==> src/rtl/pipe_tx_arbiter.sv <==
`default_nettype none
// ============================================================================
// pipe_tx_arbiter : round-robin packet arbiter for the pipe transmit port;
//                   each packet is prefixed by a {tag, source, seq} header.
// Revision        : 1.0
// ============================================================================
module pipe_tx_arbiter #(
  parameter int         NUM_SRC = 4,
  parameter logic [3:0] HDR_TAG = 4'hA
) (
  input  logic                  s_clk,
  input  logic                  s_rst,
  input  logic                  en,
  input  logic [NUM_SRC-1:0]    src_valid,
  input  logic [NUM_SRC-1:0]    src_last,
  input  logic [16*NUM_SRC-1:0] src_data,
  output logic [NUM_SRC-1:0]    src_ready,
  output logic                  sys_tx_valid,
  input  logic                  sys_tx_ready,
  output logic [15:0]           sys_tx,
  output logic                  busy,
  output logic [3:0]            grant_id
);

  typedef enum logic [1:0] {
    S_IDLE = 2'd0,
    S_HDR  = 2'd1,
    S_DATA = 2'd2
  } state_t;

  localparam logic [3:0] C_LAST_INIT = 4'(NUM_SRC - 1);
  localparam logic [4:0] C_NUM_SRC   = 5'(NUM_SRC);

  state_t       r_state;
  state_t       w_state_nxt;
  logic [3:0]   r_grant;
  logic [3:0]   r_last_grant;
  logic [7:0]   r_seq;

  // Padding to 16 sources lets a 4-bit grant index every vector directly.
  logic [15:0]  w_valid_pad;
  logic [15:0]  w_last_pad;
  logic [255:0] w_data_pad;
  logic [15:0]  w_grant_data;
  logic         w_grant_valid;
  logic         w_grant_last;
  logic         w_data_end;
  logic         w_pick_ok;
  logic [3:0]   w_pick;
  logic [4:0]   w_sum;
  logic [3:0]   w_idx;

  assign w_valid_pad   = 16'(src_valid);
  assign w_last_pad    = 16'(src_last);
  assign w_data_pad    = 256'(src_data);
  assign w_grant_valid = w_valid_pad[r_grant];
  assign w_grant_last  = w_last_pad[r_grant];
  assign w_grant_data  = w_data_pad[{r_grant, 4'b0000} +: 16];
  assign w_data_end    = (r_state == S_DATA) && w_grant_valid && sys_tx_ready && w_grant_last;

  // First requester after last_grant, wrapping modulo NUM_SRC.
  always_comb begin
    w_pick_ok = 1'b0;
    w_pick    = 4'd0;
    w_sum     = 5'd0;
    w_idx     = 4'd0;
    for (int i = 1; i <= NUM_SRC; i++) begin
      w_sum = {1'b0, r_last_grant} + 5'(i);
      w_idx = 4'((w_sum >= C_NUM_SRC) ? (w_sum - C_NUM_SRC) : w_sum);
      if (!w_pick_ok && w_valid_pad[w_idx]) begin
        w_pick_ok = 1'b1;
        w_pick    = w_idx;
      end
    end
  end

  always_ff @(posedge s_clk) begin
    if (s_rst) begin
      r_state <= S_IDLE;
    end else begin
      r_state <= w_state_nxt;
    end
  end

  always_comb begin
    w_state_nxt  = r_state;
    sys_tx_valid = 1'b0;
    sys_tx       = 16'h0000;
    busy         = 1'b0;
    grant_id     = r_grant;
    case (r_state)
      S_IDLE: begin
        if (en && w_pick_ok) begin
          w_state_nxt = S_HDR;
        end
      end
      S_HDR: begin
        sys_tx_valid = 1'b1;
        sys_tx       = {HDR_TAG, r_grant, r_seq};
        busy         = 1'b1;
        if (sys_tx_ready) begin
          w_state_nxt = S_DATA;
        end
      end
      S_DATA: begin
        sys_tx_valid = w_grant_valid;
        sys_tx       = w_grant_valid ? w_grant_data : 16'h0000;
        busy         = 1'b1;
        if (w_data_end) begin
          w_state_nxt = S_IDLE;
        end
      end
      default: w_state_nxt = S_IDLE;
    endcase
    // Outputs are forced quiet for the whole reset cycle, so no beat of an
    // abandoned packet is accepted while s_rst is high.
    if (s_rst) begin
      sys_tx_valid = 1'b0;
      sys_tx       = 16'h0000;
      busy         = 1'b0;
      grant_id     = 4'd0;
    end
  end

  always_comb begin
    src_ready = '0;
    for (int i = 0; i < NUM_SRC; i++) begin
      src_ready[i] = !s_rst && (r_state == S_DATA) && (r_grant == 4'(i)) && sys_tx_ready;
    end
  end

  always_ff @(posedge s_clk) begin
    if (s_rst) begin
      r_grant      <= 4'd0;
      r_last_grant <= C_LAST_INIT;
      r_seq        <= 8'd0;
    end else begin
      if ((r_state == S_IDLE) && en && w_pick_ok) begin
        r_grant <= w_pick;
      end
      if ((r_state == S_HDR) && sys_tx_ready) begin
        r_seq <= r_seq + 8'd1;
      end
      if (w_data_end) begin
        r_last_grant <= r_grant;
      end
    end
  end

endmodule
`default_nettype wire

==> config.mk <==
export PLATFORM = sky130hd
export DESIGN_NAME = pipe_tx_arbiter
export DESIGN_NICKNAME = d
export VERILOG_FILES = /design/src/rtl/pipe_tx_arbiter.sv
export SDC_FILE = /design/constraint.sdc
export NUM_CORES = 1
export LEC_CHECK = 0
export ABC_CLOCK_PERIOD_IN_PS = 2800
export BUFFER_PORTS_ARGS = -buffer_cell sky130_fd_sc_hd__buf_2
export CAP_MARGIN = 20
export CORE_MARGIN = 4
export CORE_UTILIZATION = 48
export DETAILED_ROUTE_END_ITERATION = 8
export HOLD_SLACK_MARGIN = 0.02
export PLACE_DENSITY = 0.82
export REMOVE_ABC_BUFFERS = 1
export SYNTH_ARGS = -nofsm -noshare
export SYNTH_HDL_FRONTEND = slang
export SYNTH_SLANG_ARGS = --single-unit
==> constraint.sdc <==
create_clock -name s_clk -period 2.8 [get_ports s_clk]
set_input_delay 0.84 -clock s_clk [delete_from_list [all_inputs] [get_ports s_clk]]
set_output_delay 0.84 -clock s_clk [all_outputs]
set_load 0.05 [all_outputs]
==> flow_metrics.env <==
export IMPL_synth_cell_type_count=50
export IMPL_critPathRequiredTime_ns=1.96
export IMPL_max_vdd_ir_drop_v=0.000422
export IMPL_synth_top_cells_by_count="30 x inv_1, 24 x nand2_1, 20 x ha_1, 18 x dfxtp_1"
export IMPL_cp_num_buf_inv=2
export IMPL_status="finished, final reports clean"
export IMPL_cts_hold_fix_buffers=0
export IMPL_critPathSlowestCell="mux4_2"
export IMPL_cp_end_kind="output port"
export IMPL_ys_warn_count=0
export IMPL_critPathKind="primary input to output port"
export IMPL_cp_top_family="multiplexers"
export IMPL_drc=0
export IMPL_design_area_um2=3100
export IMPL_rsz0062_at_grt="true"
export IMPL_timing_worst_slew_pin_value_ns=0.330
export IMPL_min_period_ns=2.79
export IMPL_crit_arrival_ns=1.95
export IMPL_clk_pin_slew_ns=0.07
export IMPL_htreeDepth=1
export IMPL_grt_start_max_net_pins=25
export IMPL_synth_seq_area_share_pct=16.6
export IMPL_ys_ff_latch=18
export IMPL_yosysMostFrequentCell="inv_1"
export IMPL_finalWirelength_mm=6.90
export IMPL_initial_core_util_pct=49.9
export IMPL_area_growth_pct=42.7
export IMPL_grt_use_met1_pct=28.9
export IMPL_first_global_vias=2229
export IMPL_slowest_delay_ns=0.51
export IMPL_cts_root_buf="clkbuf_8"
export IMPL_vias=2334
export IMPL_max_freq_mhz=359
export IMPL_grt_pass1_wl_mm=9.96
export IMPL_place_area_um2=2810
export IMPL_fill_cells=303
export IMPL_io_pins=102
export IMPL_slew_limit_headroom_pct=77.9
export IMPL_crit_fanout=5
export IMPL_synth_largest_area_cell="mux4_2"
export IMPL_drive_gt1_share_pct=47.5
export IMPL_leakagePower_uw=0.00147
export IMPL_ant_nets=0
export IMPL_die_area_um2=5660
export IMPL_die_w_um=75.3
export IMPL_diodes=0
export IMPL_min_period_over_period_pct=99.6
export IMPL_worstPathCellList="buf_6 -> mux4_2 -> nand3_4 -> nand2_1 -> o21a_1 -> buf_6"
export IMPL_core_um2=4350
export IMPL_syn_area_um2=2170
export IMPL_grt_util_met2_pct=39.4
export IMPL_met3_usage_pct=5.47
export IMPL_vias_per_cell=5.72
export IMPL_worstSkewPairLatency_ns=0.25
export IMPL_io_buffers=101
export IMPL_numCtsBuffers=3
export IMPL_place_ws_ns=-0.158
export IMPL_clockBufferDepth=2
export IMPL_overflow=0
export IMPL_synth_top_cell_area_share_pct=17.6
export IMPL_die_y_um=75.3
export IMPL_power_density_nw_per_um2=580
export IMPL_antenna_found_initial=0
export IMPL_grt_usage_pct=22.7
export IMPL_dp_hpwl_mm=5.18
export IMPL_cap_violations=0
export IMPL_critPathLaunchType="primary input"
export IMPL_synthFlopType="dfxtp_1"
export IMPL_synth_edf_count=0
export IMPL_wl_per_cell_um=16.9
export IMPL_dr_pass1_iters=4
export IMPL_finalSetupViolations=0
export IMPL_cts_num_sinks=18
export IMPL_slew_violations=0
export IMPL_synth_area_per_cell_um2=8.90
export IMPL_cts_tree="yes"
export IMPL_gp_congestion=0.805
export IMPL_synthTopCellsByArea="mux4_2 18%, dfxtp_1 17%, ha_1 12%"
export IMPL_syn_inst=244
export IMPL_rows=24
export IMPL_setup_ws_ns=0.0125
export IMPL_postSynth_asyncResetShare_pct=0
export IMPL_drtIter0Drc=118
export IMPL_holdCritPathClass="flip-flop to flip-flop"
export IMPL_top_usage_layer="met2"
export IMPL_finClkSkew_ns=0.00380
export IMPL_cpMostUsedCell="buf_6"
export IMPL_hold_viol_final=0
export IMPL_nNetsFinal=453
power breakdown:
group	internal, uW	switching (uW)
clock network	125	86.9
registers	294	57.2
logic	586	647
sequential cells by signal (all words and copies together) (netlist names):
register      cells
r_seq             8
r_grant           4
r_state           2
r_last_grant      4
path summary, 6_finish.rpt:
kind         slack [ns]  cells past startpoint                       to                          from
max                0.01                      6               sys_tx[15]                  src_valid[3]
min                0.52                      2    r_seq[1]$_SDFFE_PP0P_         r_seq[1]$_SDFFE_PP0P_
max reg2reg        0.31                      9  r_grant[1]$_SDFFE_PP0P_  r_last_grant[1]$_SDFFE_PP1P_
min reg2reg        0.52                      2    r_seq[1]$_SDFFE_PP0P_         r_seq[1]$_SDFFE_PP0P_
metrics by stage:
stage	utilization (%)	setup TNS, ns	power, uW	hold WS, ns	instances
after floorplan	-	-21.03	1140	0.452	231
after global placement	64.5	-2.08	1430	0.474	403
after detailed placement	64.5	-2.12	1460	0.504	403
after CTS	67.8	-0.0423	1720	0.519	407
after global routing	71.1	-0.165	1910	0.531	408
final	71.1	0	1800	0.518	408
area by class of cell:
type	count	area [um2]	share of cell area [%]
Clock buffer	4	55.1	1.78
Inverter	30	113	3.64
Multi-Input combinational cell	183	1690	54.7
Sequential cell	18	364	11.8
Tap cell	52	65.1	2.10
Timing Repair Buffer	121	807	26.1
repair_timing:
action | 4_1_cts | 5_1_grt
pin swaps | 0 | 3
endpoints found under the setup margin | 17 | 23
gates resized for setup | 34 | 38
buffers inserted | 0 | 1
layout by cell type (no fill, tap or decap), drive strengths merged, types with 2 or more instances in the layout:
cell type | netlist | final
xnor2 | 7 | 7
nand2b | 6 | 6
o21ai | 17 | 17
mux4 | 20 | 20
o211ai | 4 | 4
buf | 7 | 120
o2bb2ai | 2 | 2
o32ai | 2 | 2
clkbuf | 6 | 5
a21oi | 7 | 7
mux2i | 4 | 4
nor3 | 4 | 4
nand3 | 9 | 9
ha | 20 | 20
a2bb2oi | 2 | 2
dfxtp | 18 | 18
nor2 | 14 | 14
xor2 | 5 | 5
and2 | 4 | 4
nor2b | 9 | 9
o22ai | 3 | 3
inv | 30 | 30
nand2 | 24 | 24
o21a | 3 | 3
cell families after synthesis:
logic type | Yosys count | synth area share, %
buffers and inverters | 43 | 9.16
multiplexers | 24 | 23.1
flip-flops | 18 | 16.6
AND/OR/NAND/NOR | 78 | 18.7
adder cells (fa/ha/maj) | 20 | 11.5
AO/OA/AOI/OAI | 49 | 15.7
XOR/XNOR | 12 | 5.19
worst min-delay path, cell delays in order (launching register included):
cell and delay (ns):
dfxtp_1 0.34, nand2_1 0.07, a21oi_1 0.06
metal layers:
layer | vias to the layer above | wire [um] | share of wire, %
met1 | 1104 | 2590 | 37
li1 | 1098 | - | -
met3 | 18 | 545 | 7.9
met4 | 0 | 146 | 2.1
met5 | - | 0 | 0
met2 | 114 | 3630 | 53
Power figures use the tool's default switching activity.
